===== src/rtl/seq_addsub.sv =====
// Multi-cycle WIDTH-bit adder/subtractor: one CHUNK-bit slice per clock through a stored carry.
// Optional signed-overflow output enabled by defining SEQ_ADDSUB_OVF_EN.
module seq_addsub_chunk #(
  parameter int CHUNK = 4
) (
  input  logic [CHUNK-1:0] a,
  input  logic [CHUNK-1:0] b,
  input  logic             ci,
  output logic [CHUNK-1:0] s,
  output logic             co
);
  assign {co, s} = {1'b0, a} + {1'b0, b} + {{CHUNK{1'b0}}, ci};
endmodule

module seq_addsub #(
  parameter int WIDTH = 8,
  parameter int CHUNK = 4
) (
  input  logic             clk,
  input  logic             rst_n,
  input  logic             start,
  input  logic [WIDTH-1:0] a,
  input  logic [WIDTH-1:0] b,
  input  logic             c0,
  input  logic             sub,
  output logic             busy,
  output logic             done,
  output logic [WIDTH-1:0] s,
  output logic             cout
`ifdef SEQ_ADDSUB_OVF_EN
  ,output logic            ovf
`endif
);
  localparam int N  = WIDTH / CHUNK;
  localparam int CW = (N > 1) ? $clog2(N) : 1;
  localparam logic [CW-1:0] LAST = CW'(N - 1);

  typedef enum logic [1:0] {IDLE, BUSY, DONE} state_t;

  state_t           state_q, state_d;
  logic [WIDTH-1:0] a_q, a_d, b_q, b_d, acc_q, acc_d, s_q, s_d;
  logic             carry_q, carry_d, cout_q, cout_d;
  logic [CW-1:0]    cnt_q, cnt_d;
  logic [CHUNK-1:0] slice_s;
  logic             slice_co;
  logic [WIDTH-1:0] a_shift, b_shift, acc_shift;
`ifdef SEQ_ADDSUB_OVF_EN
  logic             ovf_q, ovf_d;
`endif

  // Operands shift right so the active slice is always the low CHUNK bits;
  // the accumulator fills from the top, landing slice 0 at bit 0 after N steps.
  generate
    if (N == 1) begin : g_one
      assign a_shift   = '0;
      assign b_shift   = '0;
      assign acc_shift = slice_s;
    end else begin : g_multi
      assign a_shift   = {{CHUNK{1'b0}}, a_q[WIDTH-1:CHUNK]};
      assign b_shift   = {{CHUNK{1'b0}}, b_q[WIDTH-1:CHUNK]};
      assign acc_shift = {slice_s, acc_q[WIDTH-1:CHUNK]};
    end
  endgenerate

  seq_addsub_chunk #(.CHUNK(CHUNK)) u_chunk (
    .a  (a_q[CHUNK-1:0]),
    .b  (b_q[CHUNK-1:0]),
    .ci (carry_q),
    .s  (slice_s),
    .co (slice_co)
  );

  always_comb begin
    state_d = state_q;
    a_d     = a_q;
    b_d     = b_q;
    acc_d   = acc_q;
    carry_d = carry_q;
    cnt_d   = cnt_q;
    s_d     = s_q;
    cout_d  = cout_q;
`ifdef SEQ_ADDSUB_OVF_EN
    ovf_d   = ovf_q;
`endif
    case (state_q)
      IDLE: begin
        if (start) begin
          a_d     = a;
          b_d     = sub ? ~b : b;
          carry_d = sub ? ~c0 : c0;
          cnt_d   = '0;
          state_d = BUSY;
        end
      end
      BUSY: begin
        a_d     = a_shift;
        b_d     = b_shift;
        acc_d   = acc_shift;
        carry_d = slice_co;
        cnt_d   = cnt_q + 1'b1;
        if (cnt_q == LAST) begin
          state_d = DONE;
          s_d     = acc_shift;
          cout_d  = slice_co;
`ifdef SEQ_ADDSUB_OVF_EN
          // carry into the MSB is recovered as a ^ b ^ sum at that bit
          ovf_d   = a_q[CHUNK-1] ^ b_q[CHUNK-1] ^ slice_s[CHUNK-1] ^ slice_co;
`endif
        end
      end
      DONE:    state_d = IDLE;
      default: state_d = IDLE;
    endcase
  end

  always_ff @(posedge clk or negedge rst_n) begin
    if (!rst_n) begin
      state_q <= IDLE;
      a_q     <= '0;
      b_q     <= '0;
      acc_q   <= '0;
      carry_q <= 1'b0;
      cnt_q   <= '0;
      s_q     <= '0;
      cout_q  <= 1'b0;
`ifdef SEQ_ADDSUB_OVF_EN
      ovf_q   <= 1'b0;
`endif
    end else begin
      state_q <= state_d;
      a_q     <= a_d;
      b_q     <= b_d;
      acc_q   <= acc_d;
      carry_q <= carry_d;
      cnt_q   <= cnt_d;
      s_q     <= s_d;
      cout_q  <= cout_d;
`ifdef SEQ_ADDSUB_OVF_EN
      ovf_q   <= ovf_d;
`endif
    end
  end

  assign busy = (state_q == BUSY);
  assign done = (state_q == DONE);
  assign s    = s_q;
  assign cout = cout_q;
`ifdef SEQ_ADDSUB_OVF_EN
  assign ovf  = ovf_q;
`endif
endmodule


===== config.mk =====
export PLATFORM = sky130hd
export DESIGN_NAME = seq_addsub
export DESIGN_NICKNAME = d
export VERILOG_FILES = /design/src/rtl/seq_addsub.sv
export SDC_FILE = /design/constraint.sdc
export NUM_CORES = 1
export LEC_CHECK = 0
export BUFFER_PORTS_ARGS = -buffer_cell sky130_fd_sc_hd__buf_2
export CAP_MARGIN = 25
export CORE_MARGIN = 5
export CORE_UTILIZATION = 56
export CTS_BUF_LIST = sky130_fd_sc_hd__clkbuf_4 sky130_fd_sc_hd__clkbuf_8
export CTS_CLUSTER_DIAMETER = 30
export CTS_CLUSTER_SIZE = 40
export DETAILED_ROUTE_END_ITERATION = 8
export PLACE_DENSITY_LB_ADDON = 0.05
export SYNTH_ARGS = -nofsm -noshare
export SYNTH_HDL_FRONTEND = slang
export SYNTH_HIERARCHICAL = 1
export SYNTH_SLANG_ARGS = --single-unit

===== constraint.sdc =====
create_clock -name clk -period 2.4 [get_ports clk]
set_input_delay 0 -clock clk [delete_from_list [all_inputs] [get_ports clk]]
set_output_delay 0 -clock clk [all_outputs]
set_load 0.1 [all_outputs]

==> results.yml <==
status:
  status: "completed"
critical_path:
  ff2ff_setup_slack_ns: 0.55
  arrival_ns: 1.90
  worst_setup_path_start_kind: "flip-flop"
  reg2reg_depth: 7
  r2r_end: "carry_q$_DFFE_PN0P_"
  crit_type: "flip-flop to output port"
  cp-end-kind: "output port"
  r2r_start: "a_q[0]$_DFFE_PN0P_"
  cp_data_required_time_ns: 2.40
  cp_max_fo: 14
  cp-startpoint: "state_q[0]$_DFFE_PN0P_"
logic_synthesis:
  yosysUniqueCellTypes: 26
  seq_area_frac_synth_pct: 53.1
  ys_ff_latch: 33
  netlist_instances: 131
  synth.cell_area_sq_um: 1550
  syn_avg_cell_area_sq_um: 11.9
  synthesis.nets: 157
  ys_warn_count: 6
timing:
  hold_viol_final: 0
  finClkSkew_ns: 0.00376
  period_needed_ns: 1.90
  setup_violations: 0
  worst_slew_pin_slew_ns: 1.09
  fin_ws_ns: 0.501
  drv_slew: 0
  setup_tns_ns: 0
  hold_ws_ns: 0.0171
  max_freq_mhz: 527
  rsz0062_at_grt: "false"
  fin_crit_sh_pct: 79.1
  maxSlewHeadroom_pct: 27.4
die:
  fp.dieH_um: 62.7
  die_x_um: 62.7
  num_rows: 19
  start_util_pct: 57.3
  coreArea_sq_um: 2710
  num_io_pins: 32
  die-area_sq_um: 3930
hold_path:
  hold_start: "b[3]"
  hold_end: "b_q[3]$_DFFE_PN0P_"
  holdPathStages: 4
  hp-class: "input pin to flip-flop"
drt:
  drt_iter0_markers: 43
  drc_errors: 0
  first_pass_iters: 4
  ant_nets: 0
  vias: 1131
  wirelength_um: 2970
  viasPerCell: 5.46
  wl_per_cell_um: 14.3
cts:
  root_buffer: "clkbuf_4"
  cts-resized-gates: 0
  clk_latency_ns: 0.34
  htree_levels: 2
  tritoncts: "done"
  numCtsBuffers: 5
  clockBufferDepth: 2
  path_clk_slew_ns: 0.10
  cts.sinks: 33
layout:
  antenna_cells: 0
  layout.nets: 201
  area_growth_pct: 22.7
  final_util_pct: 70.4
  drive_gt1_share_pct: 32.4
global_route:
  grt_pass1_vias: 1175
  grt_start_max_net_pins: 34
  antenna_found_initial: 0
  overflow: 0
  grt_pass1_wl_um: 5270
  track_usage_pct: 16.9
place:
  place.gp.congestion: 0.728
  dp_hpwl_um: 2150
  place_ws_ns: 0.545
  port_buffers: 31
run:
  cap_viol_max_count: 0
sequential cells by signal (all words and copies together), names as in the netlist:
name / flops
a_q: 8
carry_q: 1
state_q: 2
cnt_q: 1
b_q: 8
cout: 1
acc_q: 4
s: 8
logic make-up after synthesis:
| logic type | Yosys count | share of synthesized area, % |
|---|---|---|
| AO/OA/AOI/OAI | 30 | 13.8 |
| XOR/XNOR | 11 | 6.20 |
| adder cells (fa/ha/maj) | 5 | 4.99 |
| buffers and inverters | 11 | 3.06 |
| flip-flops | 33 | 53.1 |
| multiplexers | 13 | 9.42 |
| AND/OR/NAND/NOR | 28 | 9.34 |
Yosys cell counts:
cell type  number  area share [%]
xor2_1          3             1.7
xnor2_1         8             4.5
nor2_1          6             1.4
a21o_1          1            0.48
nand2_2         1            0.40
mux2_2         10             7.2
clkbuf_1        1            0.24
nand2_1         9             2.2
or3b_1          1            0.56
buf_2           5             1.6
a21oi_1         4             1.3
inv_1           5             1.2
ha_1            3             2.4
o21ai_0        10             3.2
a22o_1          4             2.3
dfrtp_1        33              53
a21oi_2         1            0.56
mux2_1          3             2.2
nand2b_1        2            0.81
or2b_1          1            0.48
nor2b_1         5             2.0
and2b_1         3             1.4
fa_1            2             2.6
a22oi_1         4             1.9
o21bai_1        1            0.48
a221o_2         5             3.6
worst max-delay path by stage:
stage / to / slack [ns] / cells past startpoint
2_1_floorplan: done / 0.38 / 2
5_1_grt: busy / 0.40 / 2
6_report: busy / 0.50 / 2
3_5_place_dp: carry_q$_DFFE_PN0P_ / 0.54 / 7
4_1_cts: busy / 0.49 / 2
3_3_place_gp: carry_q$_DFFE_PN0P_ / 0.59 / 7
timing repair:
action,CTS,global route
hold endpoints to repair,43,0
hold buffers,11,0
buffers inserted,0,0
cells in the final DEF (no fill, tap or decap), types with 2 or more instances in the layout:
| cell | n |
|---|---|
| nand2b_1 | 2 |
| xor2_1 | 3 |
| dfrtp_1 | 33 |
| clkbuf_4 | 5 |
| a21oi_1 | 4 |
| a221o_2 | 5 |
| ha_1 | 3 |
| buf_2 | 31 |
| and2b_1 | 3 |
| a22o_1 | 4 |
| o21ai_0 | 10 |
| clkbuf_8 | 2 |
| nor2b_1 | 5 |
| xnor2_1 | 8 |
| fa_1 | 2 |
| dlygate4sd3_1 | 11 |
| mux2_2 | 10 |
| a22oi_1 | 4 |
| nand2_1 | 9 |
| nor2_1 | 6 |
| inv_1 | 5 |
| mux2_1 | 3 |
through the flow:
stage                     area (sq um)  cells
after global placement            1730    188
after detailed placement          1730    188
after global routing              1910    207
after CTS                         1910    207
after floorplan                   1550    131
final                             1910    207
area by class of cell:
class                   count  area (sq um)
clock buffers               7          65.1
clock inverters             1          5.00
fillers                   215           803
inverters                   5          18.8
multi-input cells          87           681
flip-flops and latches     33           826
well taps                  31          38.8
repair buffers             43           273
metal layers:
metal	wire, um	part of all wire [%]	track usage, %
met5	0	0	0
met1	1270	43	20.4
met3	157	5.3	5.94
met4	25	0.84	3.98
met2	1520	51	28.6
worst max-delay path, stage by stage (launching register included):
cell     delay [ns]
dfrtp_1        0.60
nor2b_1        0.44
buf_2          0.51
Power is left out: the tool's default activity adds up to more than one toggle a clock period on the data nets, which glitch-free logic cannot reach.
